--- src/rtl/memory_arbiter.sv ---
`default_nettype none
// ============================================================================
// Module      : memory_arbiter
// Description : Memory-side responder for the instruction and data caches.
//               It shares one single-port RAM between icache reads and dcache
//               reads/writes, and returns data with a one-cycle wait-low
//               handshake per master. The dcache has priority. A streak
//               counter bounds how long a pending icache read can be
//               starved. An access timer aborts accesses to a hung RAM.
// Ports       : CLK, RST                    clock, synchronous active-high reset
//               iREN, iaddr                 icache read request
//               dREN, dWEN, daddr, dstore   dcache read/write request
//               iwait, iload                icache completion pulse and data
//               dwait, dload                dcache completion pulse and data
//               ramREN, ramWEN, ramaddr,
//               ramstore                    RAM command (all registered)
//               ramload, ram_ready          RAM read data and completion pulse
//               bus_err                     sticky error flag
// Revision    : 1.0 - initial release
// ============================================================================
module memory_arbiter #(
    parameter int ADDR_W       = 32,
    parameter int DATA_W       = 32,
    parameter int MAX_D_STREAK = 4,
    parameter int RAM_TIMEOUT  = 255
) (
    input  logic              CLK,
    input  logic              RST,
    input  logic              iREN,
    input  logic [ADDR_W-1:0] iaddr,
    input  logic              dREN,
    input  logic              dWEN,
    input  logic [ADDR_W-1:0] daddr,
    input  logic [DATA_W-1:0] dstore,
    output logic              iwait,
    output logic [DATA_W-1:0] iload,
    output logic              dwait,
    output logic [DATA_W-1:0] dload,
    output logic              ramREN,
    output logic              ramWEN,
    output logic [ADDR_W-1:0] ramaddr,
    output logic [DATA_W-1:0] ramstore,
    input  logic [DATA_W-1:0] ramload,
    input  logic              ram_ready,
    output logic              bus_err
);

    localparam int c_SW = $clog2(MAX_D_STREAK + 1);
    // The timer only has to reach RAM_TIMEOUT-1 before the access is abandoned.
    localparam int c_TW = (RAM_TIMEOUT > 1) ? $clog2(RAM_TIMEOUT) : 1;

    localparam logic [c_SW-1:0]   c_STREAK_MAX = c_SW'(MAX_D_STREAK);
    localparam logic [c_TW-1:0]   c_TIMER_LAST = c_TW'(RAM_TIMEOUT - 1);
    localparam logic [DATA_W-1:0] c_BAD_DATA   = DATA_W'(32'hBAD1_BAD1);

    localparam logic [1:0] c_ST_IDLE   = 2'd0;
    localparam logic [1:0] c_ST_ACCESS = 2'd1;
    localparam logic [1:0] c_ST_RESP   = 2'd2;

    logic [1:0]        r_state;
    logic [1:0]        w_state_nxt;

    logic              r_owner_d;   // 1: dcache owns the current access
    logic              r_write;     // current access is a dcache write
    logic [c_SW-1:0]   r_streak;
    logic [c_TW-1:0]   r_timer;
    logic              r_iwait;
    logic              r_dwait;
    logic [DATA_W-1:0] r_iload;
    logic [DATA_W-1:0] r_dload;
    logic              r_ramren;
    logic              r_ramwen;
    logic [ADDR_W-1:0] r_ramaddr;
    logic [DATA_W-1:0] r_ramstore;
    logic              r_bus_err;

    logic              w_d_req;
    logic              w_d_grant;
    logic              w_i_grant;
    logic              w_timeout;
    logic              w_done;
    logic [DATA_W-1:0] w_load_val;

    assign w_d_req    = dREN | dWEN;
    assign w_load_val = ram_ready ? ramload : c_BAD_DATA;

    // ------------------------------------------------------------------------
    // State register
    // ------------------------------------------------------------------------
    always_ff @(posedge CLK) begin
        if (RST) begin
            r_state <= c_ST_IDLE;
        end else begin
            r_state <= w_state_nxt;
        end
    end

    // ------------------------------------------------------------------------
    // Grant decision and next state
    // ------------------------------------------------------------------------
    always_comb begin
        w_state_nxt = r_state;
        w_d_grant   = 1'b0;
        w_i_grant   = 1'b0;
        w_timeout   = 1'b0;
        w_done      = 1'b0;
        case (r_state)
            c_ST_IDLE: begin
                // dcache wins unless it has already starved a waiting icache
                // for MAX_D_STREAK grants in a row.
                w_d_grant = w_d_req && (!iREN || (r_streak < c_STREAK_MAX));
                w_i_grant = !w_d_grant && iREN;
                if (w_d_grant || w_i_grant) begin
                    w_state_nxt = c_ST_ACCESS;
                end
            end
            c_ST_ACCESS: begin
                w_timeout = !ram_ready && (r_timer == c_TIMER_LAST);
                w_done    = ram_ready || w_timeout;
                if (w_done) begin
                    w_state_nxt = c_ST_RESP;
                end
            end
            c_ST_RESP: begin
                // Mandatory bubble: a request held through RESP is only seen
                // again in the following IDLE cycle.
                w_state_nxt = c_ST_IDLE;
            end
            default: begin
                w_state_nxt = c_ST_IDLE;
            end
        endcase
    end

    // ------------------------------------------------------------------------
    // Registered datapath and outputs
    // ------------------------------------------------------------------------
    always_ff @(posedge CLK) begin
        if (RST) begin
            r_owner_d  <= 1'b0;
            r_write    <= 1'b0;
            r_streak   <= '0;
            r_timer    <= '0;
            r_iwait    <= 1'b1;
            r_dwait    <= 1'b1;
            r_iload    <= '0;
            r_dload    <= '0;
            r_ramren   <= 1'b0;
            r_ramwen   <= 1'b0;
            r_ramaddr  <= '0;
            r_ramstore <= '0;
            r_bus_err  <= 1'b0;
        end else begin
            // Waits are single-cycle pulses; they fall back high by default.
            r_iwait <= 1'b1;
            r_dwait <= 1'b1;
            case (r_state)
                c_ST_IDLE: begin
                    r_timer <= '0;
                    if (w_d_grant) begin
                        r_owner_d  <= 1'b1;
                        r_write    <= dWEN;
                        r_ramaddr  <= daddr;
                        r_ramstore <= dstore;
                        r_ramren   <= !dWEN;
                        r_ramwen   <= dWEN;
                        if (dREN && dWEN) begin
                            r_bus_err <= 1'b1;
                        end
                        if (iREN) begin
                            if (r_streak != c_STREAK_MAX) begin
                                r_streak <= r_streak + c_SW'(1);
                            end
                        end else begin
                            r_streak <= '0;
                        end
                    end else if (w_i_grant) begin
                        r_owner_d <= 1'b0;
                        r_write   <= 1'b0;
                        r_ramaddr <= iaddr;
                        r_ramren  <= 1'b1;
                        r_ramwen  <= 1'b0;
                        r_streak  <= '0;
                    end
                end
                c_ST_ACCESS: begin
                    r_timer <= r_timer + c_TW'(1);
                    if (w_done) begin
                        r_ramren <= 1'b0;
                        r_ramwen <= 1'b0;
                        if (w_timeout) begin
                            r_bus_err <= 1'b1;
                        end
                        if (r_owner_d) begin
                            r_dwait <= 1'b0;
                            if (!r_write) begin
                                r_dload <= w_load_val;
                            end
                        end else begin
                            r_iwait <= 1'b0;
                            r_iload <= w_load_val;
                        end
                    end
                end
                default: begin
                    r_ramren <= 1'b0;
                    r_ramwen <= 1'b0;
                end
            endcase
        end
    end

    assign iwait    = r_iwait;
    assign dwait    = r_dwait;
    assign iload    = r_iload;
    assign dload    = r_dload;
    assign ramREN   = r_ramren;
    assign ramWEN   = r_ramwen;
    assign ramaddr  = r_ramaddr;
    assign ramstore = r_ramstore;
    assign bus_err  = r_bus_err;

endmodule
`default_nettype wire

--- config.mk ---
export PLATFORM = sky130hd
export DESIGN_NAME = memory_arbiter
export DESIGN_NICKNAME = d
export VERILOG_FILES = /design/src/rtl/memory_arbiter.sv
export SDC_FILE = /design/constraint.sdc
export NUM_CORES = 1
export LEC_CHECK = 0
export CAP_MARGIN = 0
export CORE_UTILIZATION = 38
export DETAILED_ROUTE_END_ITERATION = 8
export PLACE_DENSITY = 0.74
export SLEW_MARGIN = 25
export SYNTH_ARGS = -nofsm -noshare
export SYNTH_HDL_FRONTEND = slang
export SYNTH_SLANG_ARGS = --single-unit
--- constraint.sdc ---
create_clock -name CLK -period 1.7 [get_ports CLK]
set_clock_uncertainty 0.15 [all_clocks]
set_input_delay 0.255 -clock CLK [delete_from_list [all_inputs] [get_ports CLK]]
set_output_delay 0.255 -clock CLK [all_outputs]
set_load 0.02 [all_outputs]
Word level (Yosys, flattened, before mapping). Index checks and enable logic that the tools add are counted.

Multiplexer cells: 30. Reductions and logical operators: 23. Bitwise operators: 5. $lt $le $gt $ge: 1. Equal/unequal tests: 11. Add/sub/neg operators: 2.

Operator list (number): two-way mux 32 bit (3); two-way mux 1 bit (16); one-hot mux 8 bit (2 select lines) (1); two-way mux 3 bit (4); inequality test 2 bit (second input constant) (6); adder 8 x 1 -> 8 bit (second input constant) (1); equality test 8 bit (second input constant) (1); AND reduction 2 bit (4); inequality test 3 bit (second input constant) (2); one-hot mux 1 bit (2 select lines) (3); AND reduction 3 bit (2); AND reduction 5 bit (1); logical AND 1 bit (4); zero test 1 bit (4); two-way mux 2 bit (2); NOT 1 bit (4); one-hot mux 2 bit (2 select lines) (1); AND reduction 4 bit (1); nonzero test 2 bit (2); adder 3 x 1 -> 3 bit (second input constant) (1); logical OR 1 bit (3); < comparator 3 bit (second input constant) (1); inequality test 3 x 2 -> 1 bit (second input constant) (1); OR reduction 3 bit (1); 3 further kinds (3).

Bits of input ports: 134. Output and inout bits: 133. Flip-flop bits (word level): 148.

Logic depth before layout (Yosys ltp). Gate-level depths: netlist of run 1.

Depth in word-level cells: 9. Depth in mapped cells: 8. Gate-level depth less buffers: 6.

Worst setup path after synthesis of run 1. OpenSTA, ideal clock, no wires.

Path type: reg2reg. Start point: reg r_timer[0]. End point: reg r_iload[18], in the netlist iload[18]. Data arrival time: 1.560 ns. Stages on the path, launching flop included: 8. Setup slack: -0.081 ns. Setup time: 0.070 ns. Buffers on the path: 1. Cells stage by stage: dfxtp_1 -> inv_1 -> ha_1 -> and4_1 -> a21oi_1 -> clkbuf_1 -> o21ai_0 -> a21oi_1.

Longest elaborated chain between the ends: 5.

RTL lines: start: declaration (RTL line 66) `logic [c_TW-1:0] r_timer;`; start signal: assignment (RTL line 187) `r_timer <= r_timer + c_TW'(1);`; equality test 8 bit (RTL line 118) `w_timeout = !ram_ready && (r_timer == c_TIMER_LAST);`; logical AND 1 bit (RTL line 118); logical OR 1 bit (RTL line 119) `w_done = ram_ready || w_timeout;`; two-way mux 1 bit (RTL line 107) `case (r_state)`; AND reduction 3 bit (no source line); end signal: assignment (RTL line 201) `r_iload <= w_load_val;`; end: declaration (RTL line 69) `logic [DATA_W-1:0] r_iload;`.

No other way between the ends. A chain may end at the register's enable or synchronous reset.

Worst setup path in the final report of run 1.
Start point: reg r_timer[0]. End point: reg r_iload[5], in the netlist iload[5].

Same word-level chain as after synthesis.

==> metrics.md, run 1 <==
| Metric | Value |
|---|---|
| Worst Path Buf+Inv | `2` |
| All-Layer GR Usage | `23.1%` |
| Crit Path Max Fanout | `8` |
| Final #Nets | `1,135` |
| Final non-filler cell total | `1,221` |
| R2r startpoint | `r_timer[0]` |
| Final worst path period need | `1.67 ns` |
| Routed Antenna Nets | `0` |
| Placed Area | `9130 um2` |
| Number of DRC markers in iteration 0 | `460` |
| Status | `finished, final reports clean` |
| Area Overhead vs Synth | `62.4%` |
| Die area | `16,300 um2` |
| Power Dens Cells | `1020 nW/um2` |
| Port Buffers | `266` |
| Critical setup path kind | `flip-flop to flip-flop` |
| Root buffer cell | `clkbuf_16` |
| Initial antenna violation count | `0` |
| Initial core utilization | `39.2%` |
| Cells after DPL | `1,181` |
| Fin crit share | `98.1%` |
| Post-Syn Area | `6010 um2` |
| Yosys cell types | `43` |
| Worst hold path type | `input pin to flip-flop` |
| Final RePlAce weighted congestion | `0.799` |
| Total congestion overflow | `0` |
| Largest stage delay, worst path | `0.34 ns` |
| CTS tree | `done` |
| I/O pins | `267` |
| Slew Viols, Final | `0` |
| DRC errors left | `0` |
| Worst VDD drop | `0.641 mV` |
| Layout cell share with drive strength beyond 1 | `14.2%` |
| Rows | `45` |
| Fmax | `0.599 GHz` |
| Fin Hold WS | `0.228 ns` |
| Die Span X | `128 um` |
| CTS Buf Count | `17` |
| Overall power | `9990 uW` |
| DR vias/cell | `5.03` |
| Ant. Diodes | `0` |
| Asr flop ratio synth | `0%` |
| FF-to-FF setup slack | `0.03 ns` |
| Worst Hold End | `ramstore[21]` |
| Die Y | `128 um` |
| Flops & latches, synth | `148` |
| Fillers | `1,358` |
| Hpwl dp | `13,100 um` |
| Register area share after synthesis | `49.3%` |
| Syn Area/Cell | `8.32 um2` |
| Vias | `6,141` |
| Skew-Pair Late Insertion Delay | `0.42 ns` |
| Synthesis Warnings | `0` |
| R2r endpoint | `iload[5]` |
| Critical path data arrival time | `1.87 ns` |
| CTS HTree Levels | `4` |
| Primary FF master, synth | `dfxtp_1` |
| EDFF count, synth | `0` |
| Worst EP required | `1.90 ns` |
| RSZ-0062 raised after global routing | `yes` |
| CP max-delay cell | `dfxtp_2` |
| Post-Syn Instances | `722` |
| Worst-case clock buffer depth | `2` |
| CTS sink count | `148` |
| Routed wire per std cell | `16.0 um` |
| Max cap viols | `0` |
| CP Launch Type | `flip-flop` |
| Worst Tran Pin Value | `0.408 ns` |
| Clk slew on worst S/H paths | `0.07 ns` |
| WL final | `19,600 um` |
| Global-route wire length before repair | `29,700 um` |
| Syn_nets | `860` |
| Final setup viols | `0` |
| Vias in the first global route | `5,783` |
| Hold_sp | `dstore[21]` |
| Largest net degree at the start of global routing | `64` |
| Nature of the critical path endpoint | `flip-flop` |
| Initial DRT Pass Iterations | `5` |
| Hold Vio Cnt, Final | `0` |
| Hold depth | `3` |
| Relative slew margins | `72.7%` |
| Crit path cell chain | `inv_1 > ha_2 > and4_4 > a21oi_4 > clkbuf_16 > o21ai_0 > a21oi_1` |
| Top Family by Delay on Critical Path | `compound AO/OA/AOI/OAI gates` |
| Leakage | `0.00417 uW` |
| Critical path depth | `7` |
| Core area | `15,300 um2` |
| Worst R2R Path Depth | `7` |
| Final Cell Area | `9760 um2` |
==> cells in the mapped netlist, drive strengths merged (3+ instances only) <==
cell    count  area share (%)
a21oi     142              13
inv         3            0.19
dfxtp     148              49
nand2b      3            0.31
a21o        3            0.37
nand3      35             2.9
ha          4            0.83
buf        28             3.1
clkbuf     33             2.1
a211oi     33             6.0
nand2     108             6.8
nor2b       4            0.42
nor2       84             5.2
nor3       40             3.3
o21ai      32             2.9
==> per-layer routing <==
layer / vias to the layer above / wire length (um) / track usage (%)
met3: 15 / 1130 / 6.51
met1: 2924 / 8550 / 28.8
met2: 170 / 9680 / 38.5
met5: - / 0 / 0
met4: 0 / 225 / 7.54
li1: 3032 / - / -
==> logic make-up (layout without fill, tap and decap cells) <==
family          count (synthesis)  in the layout  synth area share [%]
fa+ha+maj                       4              4                 0.833
flops                         148            148                  49.3
buf+inv                        64            352                  5.39
simple gates                  286            286                  20.8
compound gates                220            220                  23.7
==> flip-flops by register name, indices dropped and copies added, names as in the netlist, 2 cells and up <==
register	flops
r_streak	3
iload	32
dload	32
ramstore	32
r_state	2
ramaddr	32
r_timer	8
==> worst max path at each step <==
stage	start	to	slack, ns
floorplan	r_timer[0]	iload[28]	-0.02
global placement	dWEN	ramaddr[16]	-0.32
detailed placement	dWEN	ramaddr[18]	-0.35
CTS	r_state[1]	ramaddr[14]	0.008
global route	r_timer[0]	iload[24]	-0.03
finish	r_timer[0]	iload[5]	0.03
==> worst min-delay path: cells and delay by family <==
| kind | cells | cell delay, ns |
|---|---|---|
| AO/OA/AOI/OAI | 1 | 0.05 |
| buffers and inverters | 1 | 0.40 |
| AND/OR/NAND/NOR | 1 | 0.05 |
==> final cells by class <==
cell class / count / area (um2) / area share (%)
clock buffers: 19 / 443 / 4.54
clock inverters: 13 / 171 / 1.76
flip-flops and latches: 148 / 2970 / 30.4
multi-input cells: 510 / 2780 / 28.5
inverters: 3 / 11.3 / 0.115
repair buffers: 317 / 3120 / 32.0
well taps: 211 / 264 / 2.70
==> power by group <==
part	internal, uW	total (uW)	switching (uW)
logic	1020	2220	1200
registers	3720	3850	127
clock network	2380	3920	1540
total	7120	9990	2870
==> cells in the final DEF (no fill, tap or decap), drive strengths merged, types with 2 or more instances in the layout <==
cell           Yosys  layout
bufinv             0       3
inv                3       8
nor3              40      40
and4               2       2
dfxtp            148     148
clkinv             0       3
nand3             35      35
a21o               3       3
ha                 4       4
nand2b             3       3
buf               28      47
a31oi              2       2
o21ai             32      32
clkbuf            33      23
a32oi              2       2
dlygate4sd2        0     133
nor2              84      84
and2               2       2
o21a               2       2
clkdlybuf4s50      0     132
a211oi            33      33
clkinvlp           0       2
nor2b              4       4
nand2            108     108
nand3b             2       2
a21oi            142     142
==> through the flow <==
stage	TNS, ns	setup slack (ns)	util (%)
floorplan	-0.302	-0.0195	-
global placement	-16.85	-0.321	59.6
detailed placement	-18.40	-0.346	59.6
CTS	0	0.00850	62.7
global route	-0.280	-0.0274	63.7
finish	0	0.0318	63.7
==> timing repair <==
item / CTS / global route
cloned: 0 / 5
gates resized for setup: 139 / 13
endpoints found under the hold margin: 6 / 0
hold buffers: 1 / 0
pin swaps: 0 / 22
endpoints found under the setup margin: 138 / 88
buffers inserted: 0 / 2
Power figures use the tool's default switching activity.
==> inputs of run 2 (changes only) <==
- GPL_TIMING_DRIVEN: default -> 0
==> run 2 against run 1 <==
Net effect: the run now ends with negative setup slack left; die area unchanged; critical path type unchanged; sequential cell count stayed put; critical path depth is 1 higher; routed wire length is 9.6% higher; first-iteration DRC count down 29%; global-route usage is 2.6 points higher; register-to-register slack worse by 0.07 ns.
==> metrics.md, run 2 (same netlist as run 1, synthesis figures left out) <==
| Metric | Value |
|---|---|
| Relative slew margins | `50.3%` |
| I/O pins | `267` |
| Failing checks | `negative setup slack` |
| Initial antenna violation count | `0` |
| Hold_sp | `dWEN` |
| Worst R2R Path Depth | `8` |
| Final RePlAce weighted congestion | `0.816` |
| Initial DRT Pass Iterations | `5` |
| Final setup viols | `10` |
| Largest stage delay, worst path | `0.34 ns` |
| RSZ-0062 raised after global routing | `yes` |
| CTS tree | `done` |
| DRC errors left | `0` |
| Skew-Pair Late Insertion Delay | `0.43 ns` |
| Vias | `6,344` |
| CTS HTree Levels | `4` |
| R2r startpoint | `r_timer[0]` |
| Worst Tran Pin Value | `0.745 ns` |
| R2r endpoint | `iload[29]` |
| Die Span X | `128 um` |
| Most common cell after layout, fill and taps aside | `dfxtp_1` |
| Initial core utilization | `39.2%` |
| Commonest non-fill, non-tap cells in the layout | `dfxtp_1 (143), dlygate4sd2_1 (135), clkdlybuf4s50_1 (129)` |
| Slew Viols, Final | `0` |
| Critical path data arrival time | `1.87 ns` |
| Routed wire per std cell | `17.0 um` |
| CTS Hold Bufs | `0` |
| Total congestion overflow | `0` |
| Setup_tns | `-0.142 ns` |
| Fmax | `0.576 GHz` |
| Worst EP required | `1.84 ns` |
| Root buffer cell | `clkbuf_16` |
| Max cap viols | `0` |
| Final worst path period need | `1.74 ns` |
| Worst Hold End | `r_write` |
| DR vias/cell | `5.04` |
| Worst hold path type | `input pin to flip-flop` |
| Global-route wire length before repair | `32,500 um` |
| Routed Antenna Nets | `0` |
| Status | `finished with violations` |
| FF-to-FF setup slack | `-0.04 ns` |
| All-Layer GR Usage | `25.7%` |
| Die area | `16,300 um2` |
| Overall power | `9830 uW` |
| Die Y | `128 um` |
| Clk slew on worst S/H paths | `0.07 ns` |
| Final worst slack | `-0.0360 ns` |
| Port Buffers | `264` |
| Rows | `45` |
| CP max-delay cell | `dfxtp_2` |
| CP Launch Type | `flip-flop` |
| CTS Buf Count | `17` |
| Largest net degree at the start of global routing | `17` |
| Fin crit share | `102%` |
| Layout cell share with drive strength beyond 1 | `22.7%` |
| Hold Vio Cnt, Final | `0` |
| Number of DRC markers in iteration 0 | `327` |
| Crit Path Max Fanout | `5` |
| Leakage | `0.00437 uW` |
| Final #Nets | `1,173` |
| Power Dens Cells | `949 nW/um2` |
| CTS sink count | `148` |
| Hold depth | `3` |
| Worst VDD drop | `0.743 mV` |
| Crit path cell chain | `inv_2 > ha_4 > and4_4 > a21o_4 > buf_12 > buf_8 > a21oi_2 > nor3_2` |
| Ant. Diodes | `0` |
| Nature of the critical path endpoint | `flip-flop` |
| Worst-case clock buffer depth | `2` |
| Area Overhead vs Synth | `72.2%` |
| Core area | `15,300 um2` |
| Vias in the first global route | `6,214` |
| WL final | `21,500 um` |
| Hpwl dp | `14,800 um` |
| Critical setup path kind | `flip-flop to flip-flop` |
-- run 2: changes by cell type in the layout (fill, tap and decap cells not counted), moves of 11 or more --
cell,before,now
a21oi_2,22,45
o21ai_0,28,4
a21oi_1,119,86
o21ai_2,0,19
buf_8,0,15
buf_6,3,14
clkbuf_1,1,19
-- run 2: worst max path at each step --
| stage | startpoint | endpoint | slack (ns) | depth (start not counted) |
|---|---|---|---|---|
| after floorplan | r_timer[0] | iload[28] | -0.02 | 8 |
| after global placement | dWEN | ramaddr[7] | -0.66 | 7 |
| after detailed placement | dWEN | ramaddr[12] | -0.69 | 7 |
| after CTS | r_timer[0] | dload[6] | -0.03 | 8 |
| after global routing | r_timer[0] | iload[15] | -0.07 | 8 |
| final | r_timer[0] | iload[29] | -0.04 | 8 |
-- run 2: layer usage --
layer | global-route usage [%] | routed length (um)
met2 | 43.7 | 10800
met5 | 0 | 0
met4 | 9.55 | 487
met1 | 30.7 | 8850
met3 | 7.39 | 1340
-- run 2: area by class of cell --
class                           count  area (um2)
Inverter                            3        11.3
Clock inverter                     15         124
Multi-Input combinational cell    510        3160
Timing Repair Buffer              296        2880
Clock buffer                       17         425
Tap cell                          211         264
Buffer                             59         513
Fill cell                        1288        4960
Sequential cell                   148        2970
-- run 2: what timing repair did --
action                     4_1_cts  5_1_grt
resized for setup              260      108
cloned                           8        1
setup buffers                   15        9
pin swaps                       33       40
setup endpoints to repair      271      129
-- run 2: per-stage QoR --
step	worst slack (ns)	area, um2	utilization, %	hold WS, ns	cells
6_report	-0.0360	10300	67.6	0.172	1259
5_1_grt	-0.0717	10300	67.6	0.204	1259
4_1_cts	-0.0315	9900	64.6	0.162	1252
3_5_place_dp	-0.690	8930	58.3	0.296	1197
3_3_place_gp	-0.661	8930	58.3	0.291	1197
2_1_floorplan	-0.0195	6020	-	0.241	722
-- run 2: report_power, final --
| part | total (uW) | internal, uW | switching, uW | leakage [uW] |
|---|---|---|---|---|
| sequential | 3870 | 3720 | 145 | 0.00121 |
| combinational | 2420 | 1110 | 1310 | 0.00289 |
| clock | 3540 | 1900 | 1640 | 0.000260 |
-- run 2: critical path: cells and delay by family (launching register included) --
family                     cells  cell delay [ns]
DFF                            1             0.34
adders and majority gates      1             0.14
buffers and inverters          3             0.35
and+or+nand+nor                2             0.25
AOI/OAI and AO/OA              2             0.37
==> inputs of run 3 (changes only) <==
- CAP_MARGIN: 0 -> 30
==> results of run 3 <==
Final layout, timing and power as in run 2 (identical DEF).
